### config.mk
export PLATFORM = sky130hd
export DESIGN_NAME = regfile_write_ctrl_flat
export DESIGN_NICKNAME = d
export VERILOG_FILES = /design/src/rtl/regfile_write_ctrl_pkg.sv /design/src/rtl/regfile_write_ctrl_if.sv /design/src/rtl/regfile_write_ctrl_instr_decoder.sv /design/src/rtl/regfile_write_ctrl.sv /design/src/flat_wrapper.sv
export SDC_FILE = /design/constraint.sdc
export NUM_CORES = 1
export LEC_CHECK = 0
export BUFFER_PORTS_ARGS = -buffer_cell sky130_fd_sc_hd__buf_2
export CAP_MARGIN = 20
export CELL_PAD_IN_SITES_DETAIL_PLACEMENT = 1
export CELL_PAD_IN_SITES_GLOBAL_PLACEMENT = 2
export CORE_UTILIZATION = 26
export CTS_CLUSTER_SIZE = 12
export DETAILED_ROUTE_END_ITERATION = 8
export GPL_ROUTABILITY_DRIVEN = 0
export GPL_TIMING_DRIVEN = 1
export HOLD_SLACK_MARGIN = 0.03
export PLACE_DENSITY = 0.95
export SLEW_MARGIN = 10
export SYNTH_ARGS = -nofsm -noshare
export SYNTH_HDL_FRONTEND = slang
export SYNTH_SLANG_ARGS = --single-unit
### constraint.sdc
create_clock -name clk -period 4.4 [get_ports clk]
set_input_delay 0.66 -clock clk [delete_from_list [all_inputs] [get_ports clk]]
set_output_delay 0.66 -clock clk [all_outputs]
set_load 0.01 [all_outputs]
### src/rtl/regfile_write_ctrl_pkg.sv
// regfile_ctrl_pkg: shared states, ALU codes, opcode/funct encodings and register range limits
package regfile_ctrl_pkg;
   typedef enum logic [2:0] {IDLE, DECODE, EXECUTE, SETTLE, WRITEBACK} state_t;
   localparam logic [2:0] ALU_ADD = 3'd0, ALU_SUB = 3'd1, ALU_AND = 3'd2, ALU_OR = 3'd3, ALU_SLT = 3'd4;
   localparam logic [5:0] OP_RTYPE = 6'h00, OP_ADDI = 6'h08, OP_ANDI = 6'h0C, OP_ORI = 6'h0D;
   localparam logic [5:0] FN_ADD = 6'h20, FN_SUB = 6'h22, FN_AND = 6'h24, FN_OR = 6'h25, FN_SLT = 6'h2A;
   localparam logic [4:0] REG_MIN = 5'd8, REG_MAX = 5'd23;
   function automatic logic in_range(input logic [4:0] r);
      return r >= REG_MIN && r <= REG_MAX;
   endfunction
endpackage

### src/rtl/regfile_write_ctrl_if.sv
// regfile_write_ctrl_if: instruction handshake, ALU and register-file signals of the write controller
interface regfile_write_ctrl_if #(parameter int REG_IDX_W = 6);
   logic [31:0] instr;
   logic instr_valid, instr_ready;
   logic [31:0] alu_result;
   logic [REG_IDX_W-1:0] reg1, reg2, reg3;
   logic reg_dest, reg_write;
   logic [31:0] wdat;
   logic [2:0] alu_op;
   logic alu_src;
   logic [31:0] imm_ext;
   logic done, err;
   modport master (output instr, instr_valid, alu_result,
                   input instr_ready, reg1, reg2, reg3, reg_dest, reg_write, wdat, alu_op, alu_src, imm_ext, done, err);
   modport slave (input instr, instr_valid, alu_result,
                  output instr_ready, reg1, reg2, reg3, reg_dest, reg_write, wdat, alu_op, alu_src, imm_ext, done, err);
endinterface

### src/rtl/regfile_write_ctrl_instr_decoder.sv
// instr_decoder: combinational MIPS decode of ALU controls and legality; REG_RANGE_CHECK_EN limits indices to 8..23
module instr_decoder
   import regfile_ctrl_pkg::*;
(
   input logic [31:0] instr,
   output logic [2:0] alu_op,
   output logic alu_src,
   output logic reg_dest,
   output logic [31:0] imm_ext,
   output logic illegal
);
   logic [5:0] op, fn;
   logic rtype, enc_ok, range_ok;
   assign op = instr[31:26];
   assign fn = instr[5:0];
   assign rtype = op == OP_RTYPE;
   assign enc_ok = rtype ? fn inside {FN_ADD, FN_SUB, FN_AND, FN_OR, FN_SLT} : op inside {OP_ADDI, OP_ANDI, OP_ORI};
   assign alu_op = rtype ? (fn == FN_SUB ? ALU_SUB : fn == FN_AND ? ALU_AND : fn == FN_OR ? ALU_OR : fn == FN_SLT ? ALU_SLT : ALU_ADD)
                         : (op == OP_ANDI ? ALU_AND : op == OP_ORI ? ALU_OR : ALU_ADD);
   assign alu_src = !rtype;
   assign reg_dest = rtype;
   assign imm_ext = op == OP_ADDI ? {{16{instr[15]}}, instr[15:0]} : {16'h0, instr[15:0]};
`ifdef REG_RANGE_CHECK_EN
   assign range_ok = in_range(instr[25:21]) && in_range(instr[20:16]) && (!rtype || in_range(instr[15:11]));
`else
   logic unused_idx;
   assign unused_idx = ^instr[25:16];
   assign range_ok = 1'b1;
`endif
   assign illegal = !(enc_ok && range_ok);
endmodule

### src/rtl/regfile_write_ctrl.sv
// regfile_write_ctrl: multicycle decode/execute/settle/writeback sequencer feeding the register file (REG_RANGE_CHECK_EN optional)
module regfile_write_ctrl
   import regfile_ctrl_pkg::*;
#(
   parameter int ALU_LAT = 1,
   parameter int REG_IDX_W = 6
) (
   input logic clk,
   input logic rst_n,
   regfile_write_ctrl_if.slave bus
);
   localparam logic [1:0] LAST = 2'(ALU_LAT - 1);
   state_t state;
   logic [1:0] cnt;
   logic [2:0] dec_alu_op;
   logic dec_alu_src, dec_reg_dest, dec_illegal;
   logic [31:0] dec_imm_ext;
   instr_decoder u_dec (
      .instr(bus.instr),
      .alu_op(dec_alu_op),
      .alu_src(dec_alu_src),
      .reg_dest(dec_reg_dest),
      .imm_ext(dec_imm_ext),
      .illegal(dec_illegal)
   );
   // Sequencer: decoded controls are registered at the accept edge so they are visible throughout DECODE
   always_ff @(posedge clk) begin
      if (!rst_n) begin
         state <= IDLE;
         cnt <= '0;
         bus.instr_ready <= 1'b1;
         bus.reg1 <= '0;
         bus.reg2 <= '0;
         bus.reg3 <= '0;
         bus.reg_dest <= 1'b0;
         bus.reg_write <= 1'b0;
         bus.wdat <= '0;
         bus.alu_op <= '0;
         bus.alu_src <= 1'b0;
         bus.imm_ext <= '0;
         bus.done <= 1'b0;
         bus.err <= 1'b0;
      end else begin
         case (state)
            IDLE: if (bus.instr_valid) begin
               bus.instr_ready <= 1'b0;
               bus.reg1 <= REG_IDX_W'(bus.instr[25:21]);
               bus.reg2 <= REG_IDX_W'(bus.instr[20:16]);
               bus.reg3 <= REG_IDX_W'(bus.instr[15:11]);
               bus.reg_dest <= dec_reg_dest;
               bus.alu_op <= dec_alu_op;
               bus.alu_src <= dec_alu_src;
               bus.imm_ext <= dec_imm_ext;
               bus.err <= dec_illegal;
               state <= DECODE;
            end
            DECODE: begin
               bus.err <= 1'b0;
               bus.instr_ready <= bus.err;
               state <= bus.err ? IDLE : EXECUTE;
            end
            EXECUTE: if (cnt == LAST) begin
               bus.wdat <= bus.alu_result;
               cnt <= '0;
               state <= SETTLE;
            end else cnt <= cnt + 2'd1;
            SETTLE: begin
               bus.reg_write <= |(bus.reg_dest ? bus.reg3 : bus.reg2);
               bus.done <= 1'b1;
               state <= WRITEBACK;
            end
            WRITEBACK: begin
               bus.reg_write <= 1'b0;
               bus.done <= 1'b0;
               bus.instr_ready <= 1'b1;
               state <= IDLE;
            end
            default: state <= IDLE;
         endcase
      end
   end
endmodule
### src/flat_wrapper.sv
// flat-port wrapper written by rule: the top's interface ports become plain ports
module regfile_write_ctrl_flat import regfile_ctrl_pkg::*;
#(
   parameter int ALU_LAT = 1,
   parameter int REG_IDX_W = 6
)
  (clk, rst_n, bus_instr, bus_instr_valid, bus_alu_result, bus_instr_ready, bus_reg1, bus_reg2, bus_reg3, bus_reg_dest, bus_reg_write, bus_wdat, bus_alu_op, bus_alu_src, bus_imm_ext, bus_done, bus_err);
  regfile_write_ctrl_if #(.REG_IDX_W(REG_IDX_W)) bus_i ();
  input logic clk;
  input logic rst_n;
  input wire logic [$bits(bus_i.instr)-1:0] bus_instr;
  input wire logic [$bits(bus_i.instr_valid)-1:0] bus_instr_valid;
  input wire logic [$bits(bus_i.alu_result)-1:0] bus_alu_result;
  output wire logic [$bits(bus_i.instr_ready)-1:0] bus_instr_ready;
  output wire logic [$bits(bus_i.reg1)-1:0] bus_reg1;
  output wire logic [$bits(bus_i.reg2)-1:0] bus_reg2;
  output wire logic [$bits(bus_i.reg3)-1:0] bus_reg3;
  output wire logic [$bits(bus_i.reg_dest)-1:0] bus_reg_dest;
  output wire logic [$bits(bus_i.reg_write)-1:0] bus_reg_write;
  output wire logic [$bits(bus_i.wdat)-1:0] bus_wdat;
  output wire logic [$bits(bus_i.alu_op)-1:0] bus_alu_op;
  output wire logic [$bits(bus_i.alu_src)-1:0] bus_alu_src;
  output wire logic [$bits(bus_i.imm_ext)-1:0] bus_imm_ext;
  output wire logic [$bits(bus_i.done)-1:0] bus_done;
  output wire logic [$bits(bus_i.err)-1:0] bus_err;
  assign bus_i.instr = bus_instr;
  assign bus_i.instr_valid = bus_instr_valid;
  assign bus_i.alu_result = bus_alu_result;
  assign bus_instr_ready = bus_i.instr_ready;
  assign bus_reg1 = bus_i.reg1;
  assign bus_reg2 = bus_i.reg2;
  assign bus_reg3 = bus_i.reg3;
  assign bus_reg_dest = bus_i.reg_dest;
  assign bus_reg_write = bus_i.reg_write;
  assign bus_wdat = bus_i.wdat;
  assign bus_alu_op = bus_i.alu_op;
  assign bus_alu_src = bus_i.alu_src;
  assign bus_imm_ext = bus_i.imm_ext;
  assign bus_done = bus_i.done;
  assign bus_err = bus_i.err;
  regfile_write_ctrl #(.ALU_LAT(ALU_LAT), .REG_IDX_W(REG_IDX_W)) u_core (.clk(clk), .rst_n(rst_n), .bus(bus_i));
endmodule
==> metrics, run 1 <==
final setup fails 0; TNS Setup 0 ns; CTS root buffer clkbuf_16; H-tree lvl count 3; post-synth top area share 0.4687; Buffers on Ports 154; RSZ-0062 raised after global routing false; Worst VDD drop 0.1505 mV; Critical Path End u_core.bus.wdat[1]; placed cells 631; top cells by area in the synthesized netlist dfxtp_1, nand2_1, a21boi_0; Flop pwr share 0.452; cell area after layout 4123 µm²; R2R Setup Slk 2.36 ns; FF/Latch Area 1461 µm²; die area 12430 µm²; num ports 158; Required @ worst endpoint 4.64 ns; CP startpoint u_core.state[1]; ys flop type dfxtp_1; # rows 39; synthesis-to-finish area growth 32.22%; number of CTS-inserted buffers 9; Detail Route Antenna Nets 0; clock transition at the registers of the reported paths 0.06 ns; Crit Path Max Fanout 32; yosys warns 0; clock tree buffer depth 2; share of layout cells above drive strength 1 0.3485; multi-input logic area 1378 µm²; Worst setup EP type register; Worst R2R Start u_core.state[1]; max cap viols 0; Int Pwr 1.186 mW; CP startpoint kind register; outcome complete, but fails checks; detail-routed net length per standard cell 13.94 µm; Util after Layout 0.3565; vias in the first global route 3033; initial antenna violation count 0; Sw Pwr 442.1 µW; hold crit path type register to register; DRT Pass-1 Iters 8; Cells after Synth 377; Async SR Flop Fraction 0; GRT Util Overall 0.1487; CP arrival 2.28 ns; FILL cells 1424; DRC marker count from the first detailed-route iteration 122; Post-synth top cells nand2_1, dfxtp_1, a21boi_0; Slew @ Worst Pin 0.6511 ns; Post-synth EDFFs 0; via/cell ratio 4.509; grt ovf 0; Mean Syn Cell Area 8.271 µm²; pin count of the biggest net entering global routing 75; CTS resizes 0; Post-CTS Setup Bufs 0; Die X 111.5 µm; Tmin final 2.042 ns; Die Y 111.5 µm; Hold WS 0.4513 ns; Netlist cell types 42; n_diodes 0; first-pass GRT wire length 14630 µm; register area share after synthesis 0.4687; switching share of power 0.2716; RR Endpoint u_core.bus.wdat[1]; Fin Clk Skew 0.002964 ns; core region area 11560 µm²; Synth Register Bits 73; # clock sinks 73; fmax 489.7 MHz; DRC viols 3; Slew headroom 0.5659; DP Area 3845 µm²; most frequent cell after synthesis nand2_1; Reg2Reg Depth 4; Worst-Skew Late Latency 0.33 ns; Vias 2922; Final period util 0.4641; Non-Filler Instances 648; Combinational Power Share 0.152; DPL Wire Length 6587 µm; failing checks DRC; mapped cell area 3118 µm²; pins over their slew limit 0; post-synth top area cell dfxtp_1; leakage power 1.879 nW; Starting Density 0.2696; CTS Hold Bufs 0; CTS tree done; Net count, final 569; pwr dens 394.9 nW/µm²; final hold vios 0; clock power share 0.396; Total Wirelength 9033 µm; kind of critical path register to register
## layer usage
| metal | vias up | global-route usage | wire (µm) |
|---|---|---|---|
| met5 | - | 0 | 0 |
| met4 | 0 | 0.05676 | 136 |
| met3 | 12 | 0.04518 | 479 |
| met2 | 68 | 0.2596 | 4436 |
| met1 | 1383 | 0.1703 | 3980 |
| li1 | 1459 | - | - |
## power groups by stage
stage	Combinational (mW)	Sequential, mW	Clock, mW
5_1_grt	0.277	0.741	0.703
2_1_floorplan	0.125	0.762	0
6_report	0.247	0.735	0.645
4_1_cts	0.252	0.736	0.667
3_3_place_gp	0.237	0.747	0
3_5_place_dp	0.251	0.750	0
## metrics by stage
stage          power [mW]  setup slack (ns)
6_report            1.628             2.358
5_1_grt             1.721             2.154
4_1_cts             1.655             1.946
3_5_place_dp        1.002             1.959
3_3_place_gp       0.9839             2.164
2_1_floorplan      0.8870             2.635
## flip-flops by register name (all words and copies together) (netlist names)
name,flops
u_core.cnt,2
u_core.bus.reg_dest,1
u_core.bus.alu_src,1
u_core.bus.instr_ready,1
u_core.state,3
u_core.bus.reg1,5
u_core.bus.wdat,32
u_core.bus.reg_write,1
u_core.bus.imm_ext,17
u_core.bus.alu_op,3
u_core.bus.err,1
u_core.bus.done,1
u_core.bus.reg2,5
## how the worst min path moves through the flow
stage,startpoint,endpoint,slack (ns),cells after the start
after floorplan,u_core.bus.alu_op[2],u_core.bus.alu_op[2],0.48,2
after global placement,u_core.bus.wdat[21],u_core.bus.wdat[21],0.44,2
after detailed placement,u_core.bus.alu_op[2],u_core.bus.alu_op[2],0.45,2
after CTS,u_core.bus.alu_op[2],u_core.bus.alu_op[2],0.46,2
after global routing,u_core.bus.imm_ext[8],u_core.bus.imm_ext[8],0.48,2
final,u_core.bus.alu_op[2],u_core.bus.alu_op[2],0.45,2
## cells by family after synthesis
| group | count (synthesis) | share of synthesized area |
|---|---|---|
| other | 1 | 0.001203 |
| adder cells (fa/ha/maj) | 2 | 0.008024 |
| AO/OA/AOI/OAI | 89 | 0.2071 |
| AND/OR/NAND/NOR | 160 | 0.2207 |
| flip-flops | 73 | 0.4687 |
| buffers and inverters | 52 | 0.09430 |
## cell usage in the layout, fill, tap and decap left out, types with 3 or more instances in the layout
cell | synthesis | final
inv_1 | 4 | 4
clkinv_2 | 0 | 4
clkbuf_1 | 20 | 3
clkbuf_16 | 0 | 9
a21boi_1 | 5 | 5
a21oi_1 | 9 | 9
o21ai_0 | 7 | 7
nand2_1 | 125 | 125
a21boi_0 | 57 | 57
nor2b_1 | 4 | 4
buf_2 | 4 | 154
conb_1 | 1 | 3
nor3b_1 | 3 | 3
nor2_1 | 8 | 8
dfxtp_1 | 73 | 73
## area by class of cell
cell class | instances | area share
well taps | 143 | 0.04340
flip-flops and latches | 73 | 0.3545
clock inverters | 4 | 0.004856
inverters | 4 | 0.003642
repair buffers | 158 | 0.2021
multi-input cells | 254 | 0.3341
clock buffers | 12 | 0.05736
## worst max-delay path, stage by stage (launching register included)
cell and delay [ns]:
dfxtp_1 0.57, nor3b_2 0.41, and2_2 0.63, nand2_1 0.11
a21boi_0 0.21
Power figures use the tool's default switching activity.
==> run 2, diff against run 1 <==
--- a/config.mk
+++ b/config.mk
@@ -9,13 +9,13 @@
 export CAP_MARGIN = 20
 export CELL_PAD_IN_SITES_DETAIL_PLACEMENT = 1
 export CELL_PAD_IN_SITES_GLOBAL_PLACEMENT = 2
-export CORE_UTILIZATION = 26
+export CORE_UTILIZATION = 22
 export CTS_CLUSTER_SIZE = 12
 export DETAILED_ROUTE_END_ITERATION = 8
 export GPL_ROUTABILITY_DRIVEN = 0
 export GPL_TIMING_DRIVEN = 1
 export HOLD_SLACK_MARGIN = 0.03
-export PLACE_DENSITY = 0.95
+export PLACE_DENSITY = 0.88
 export SLEW_MARGIN = 10
 export SYNTH_ARGS = -nofsm -noshare
 export SYNTH_HDL_FRONTEND = slang
==> constraint.sdc (replaced) <==
create_clock -name clk -period 1.8 [get_ports clk]
set_input_delay 0.27 -clock clk [delete_from_list [all_inputs] [get_ports clk]]
set_output_delay 0.27 -clock clk [all_outputs]
set_load 0.01 [all_outputs]
==> run 2 against run 1 <==
  * The flow now finishes without violations
  * Clock power increased by 140%
  * Sequential share of layout area down 0.83 points
  * Highest routed layer unchanged
  * First-iteration DRC count rose by 29%
  * Critical path depth is the same
  * Largest power group unchanged
  * Global-route usage is 1.5 points lower
==> metrics, run 2 (synthesis results as in run 1) <==
share of layout cells above drive strength 1 0.3497; first-pass GRT wire length 14990 µm; Fin Clk Skew 0.005781 ns; fmax 618.3 MHz; met2 wire length 4623 µm; Flop pwr share 0.446; die area 14650 µm²; M1 WL 4184 µm; Required @ worst endpoint 2.07 ns; vias in the first global route 2948; GRT Util Overall 0.1340; via/cell ratio 4.328; Top Registers u_core.bus.wdat: 32 flops, u_core.bus.imm_ext: 17 flops; commonest cells after routing, fill and taps aside buf_2, nand2_1, dfxtp_1; pins over their slew limit 0; Crit Path Max Fanout 7; CTS tree done; Slowest-stage cell, CP or4b_1; most common cell after layout, fill and taps aside buf_2; hold crit path type input port to register; Worst-Skew Late Latency 0.33 ns; Hold Path Depth 3; Worst setup EP type register; number of flip-flops in the largest register 32; Worst VDD drop 0.4133 mV; initial antenna violation count 0; detail-routed net length per standard cell 13.85 µm; Detail Route Antenna Nets 0; CP arrival 1.88 ns; Top reg by flops u_core.bus.wdat; CP startpoint u_core.state[2]; Die X 121.1 µm; Critical Path Max Stage Delay 0.69 ns; Sw Pwr 1.082 mW; Critical path buffers and inverters 0; RSZ-0062 raised after global routing false; DPL Wire Length 6907 µm; H-tree lvl count 3; hold_sp bus_alu_result[31]; number of CTS-inserted buffers 9; # clock sinks 73; DRC viols 0; CP startpoint kind register; Tmin final 1.617 ns; final hold vios 0; CTS root buffer clkbuf_16; clock tree buffer depth 2; Reg2Reg Depth 4; Non-Filler Instances 690; Die Y 121.1 µm; final setup fails 0; num ports 158; Combinational Power Share 0.165; Final period util 0.8986; kind of critical path register to register; pwr dens 947.5 nW/µm²; WL met3 623 µm; DRT Pass-1 Iters 4; core region area 13830 µm²; CP delay by family, top simple AND/OR/NAND/NOR gates; leakage power 1.903 nW; clock transition at the registers of the reported paths 0.06 ns; Worst R2R Start u_core.state[2]; TNS Setup 0 ns; switching share of power 0.2706; max cap viols 0; Total Wirelength 9556 µm; clock power share 0.390; Starting Density 0.2255; Net count, final 575; CTS resizes 0; Buffers on Ports 154; crit path cell chain or4b_1 > nor4_2 > nand4_1 > a21boi_1; pin count of the biggest net entering global routing 75; synthesis-to-finish area growth 35.39%; outcome complete, no violations; CP Depth 4; Vias 2986; Int Pwr 2.918 mW; Highest Signal Layer met4; placed cells 675; Post-CTS Setup Bufs 0; DRC marker count from the first detailed-route iteration 157; grt ovf 0; # rows 43; CTS Hold Bufs 0
run 2: cell type report:
type,count,area [µm²]
fillers,1704,9605
flip-flops and latches,73,1461
diodes,1,2.502
multi-input cells,254,1376
clock buffers,13,240.2
inverters,4,15.01
repair buffers,164,895.9
well taps,180,225.2
clock inverters,1,5.005
run 2: final timing paths:
kind / endpoint / slack [ns]
worst min register to register: u_core.bus.wdat[20] / 0.46
worst max-delay path: u_core.bus.alu_op[2] / 0.18
worst max register to register: u_core.bus.alu_op[2] / 0.18
worst min-delay path: u_core.bus.wdat[31] / 0.18
run 2: worst register-to-register path, stage by stage, from the launching register on:
cell and delay [ns]:
dfxtp_1 0.30, or4b_1 0.69, nor4_2 0.29, nand4_1 0.13, a21boi_1 0.14
run 2: power by group through the flow:
stage               sequential [mW]  combinational (mW)  clock, mW
detailed placement             1.82               0.670          0
finish                         1.78               0.658       1.56
global placement               1.81               0.651          0
global route                   1.80               0.740       1.70
CTS                            1.78               0.674       1.64
floorplan                      1.86               0.306          0
run 2: per-stage QoR:
stage               power (mW)  hold WS [ns]    util  worst slack (ns)  instance area [µm²]
finish                   4.000        0.1799  0.3053            0.1826                 4222
global route             4.235        0.1727  0.3051           0.08896                 4219
CTS                      4.099        0.1643  0.3051            0.1702                 4219
global placement         2.461        0.4386  0.2874            0.1628                 3974
detailed placement       2.487        0.4460  0.2874            0.1154                 3974
floorplan                2.168        0.4048       -            0.2095                 3126
run 2: routing by layer:
layer  up-vias  GRT usage
li1       1474          -
met1      1428     0.1636
met2        76     0.2193
met3         8    0.04323
met4         0    0.04784
met5         -          0
==> run 3, diff against run 2 <==
--- a/config.mk
+++ b/config.mk
@@ -15,7 +15,7 @@
 export GPL_ROUTABILITY_DRIVEN = 0
 export GPL_TIMING_DRIVEN = 1
 export HOLD_SLACK_MARGIN = 0.03
-export PLACE_DENSITY = 0.88
+export PLACE_DENSITY = 0.81
 export SLEW_MARGIN = 10
 export SYNTH_ARGS = -nofsm -noshare
 export SYNTH_HDL_FRONTEND = slang
==> run 3 against run 2 <==
  * Cell area is 0.59% higher
  * Clock power grew 3%
  * Global-route usage fell by 0.14 points
  * Worst hold slack got worse by 0.00066 ns
  * Power up 1.1%
  * First-iteration DRC count fell by 52%
  * Count of clock-buffer cells in the layout down 2
  * Utilization rose by 0.18 points
  * Final cell count increased by 0.43%
  * Clock skew fell by 0.0012 ns
  * Sequential cell count unchanged
  * Largest cell class unchanged
  * Largest power group unchanged
==> metrics, run 3 (synthesis results as in run 1) <==
outcome complete, no violations; Detail Route Antenna Nets 0; crit path cell chain or4b_1 > nor4_2 > nand4_1 > a21boi_1; Post-CTS Setup Bufs 0; Util after Layout 0.3071; Non-Filler Instances 693; number of CTS-inserted buffers 9; detail-routed net length per standard cell 13.62 µm; GRT Util Overall 0.1326; Top reg by flops u_core.bus.wdat; RSZ-0062 raised after global routing false; Tmin final 1.589 ns; Setup WS pre-CTS 0.1371 ns; clock transition at the registers of the reported paths 0.06 ns; DRT Pass-1 Iters 4; pin count of the biggest net entering global routing 34; multi-input logic area 1376 µm²; FILL cells 1703; CP delay by family, top simple AND/OR/NAND/NOR gates; total power 4.044 mW; Buffers on Ports 154; commonest cells after routing, fill and taps aside buf_2, nand2_1, dfxtp_1; Slowest-stage cell, CP or4b_1; # rows 43; Hold WS 0.1792 ns; leakage power 1.926 nW; DP Area 3984 µm²; cell area after layout 4247 µm²; CTS Hold Bufs 0; FF/Latch Area 1461 µm²; Total Wirelength 9438 µm; Fin Clk Skew 0.004552 ns; DRC marker count from the first detailed-route iteration 76; # clock sinks 73; kind of critical path register to register; most common cell after layout, fill and taps aside buf_2; DPL Wire Length 7195 µm; TNS Setup 0 ns; Vias 2944; Starting Density 0.2255; CTS root buffer clkbuf_16; synthesis-to-finish area growth 36.20%; Die Y 121.1 µm; final setup margin 0.2110 ns; Net count, final 578; vias in the first global route 2950; first-pass GRT wire length 14950 µm; CP arrival 1.85 ns; clock tree buffer depth 2; Critical path buffers and inverters 0; n_diodes 0; core region area 13830 µm²; Crit Path Max Fanout 7; Critical Path Max Stage Delay 0.69 ns; die area 14650 µm²; hold crit path type input port to register; Worst VDD drop 0.4300 mV; CTS tree done; placed cells 678; share of layout cells above drive strength 1 0.3606; initial antenna violation count 0; Required @ worst endpoint 2.06 ns; DRC viols 0; number of flip-flops in the largest register 32; Top Registers u_core.bus.wdat: 32 flops, u_core.bus.imm_ext: 17 flops; Final period util 0.8828; Worst-Skew Late Latency 0.33 ns; via/cell ratio 4.248; max cap viols 0; Slew headroom 0.6647; H-tree lvl count 3; CTS resizes 0; CP startpoint kind register; pwr dens 952.4 nW/µm²; final setup fails 0; fmax 629.3 MHz; final hold vios 0; Slew @ Worst Pin 0.5030 ns; grt ovf 0; pins over their slew limit 0; Worst setup EP type register; num ports 158; Die X 121.1 µm
[run 3: changes by cell type in the layout (fill, tap and decap cells not counted)]
cell	change
buf_4	+4
clkbuf_1	-3
clkinv_2	+3
buf_12	-1
clkbuf_8	+1
diode_2	-1
[run 3: final cells by class]
type	instances	share of cell area
sequential	73	0.3441
multi-input combinational	254	0.3241
timing repair buffer	167	0.2133
clock buffer	11	0.05716
tap	180	0.05303
clock inverter	4	0.004714
inverter	4	0.003536
[run 3: worst min-delay path: cells and delay by family]
kind                   cells  cell delay (ns)
buffers and inverters      1             0.09
and+or+nand+nor            1             0.05
AOI/OAI and AO/OA          1             0.05
[run 3: report_power, final]
group          switching, mW  internal (mW)
clock                  0.660          0.953
combinational          0.373          0.276
sequential            0.0598           1.72
total                   1.09           2.95
[run 3: worst paths after layout]
check                       start              endpoint  slack [ns]  depth (start not counted)
max               u_core.state[2]  u_core.bus.alu_op[2]        0.21                          4
min            bus_alu_result[21]   u_core.bus.wdat[21]        0.18                          3
max reg2reg       u_core.state[2]  u_core.bus.alu_op[2]        0.21                          4
min reg2reg  u_core.bus.alu_op[2]  u_core.bus.alu_op[2]        0.45                          2
[run 3: per-layer routing]
layer,vias up,part of all wire,global-route usage
met5,-,0,0
met4,0,0.016,0.05787
met3,10,0.047,0.03195
met2,61,0.50,0.2300
met1,1392,0.44,0.1540
li1,1481,-,-
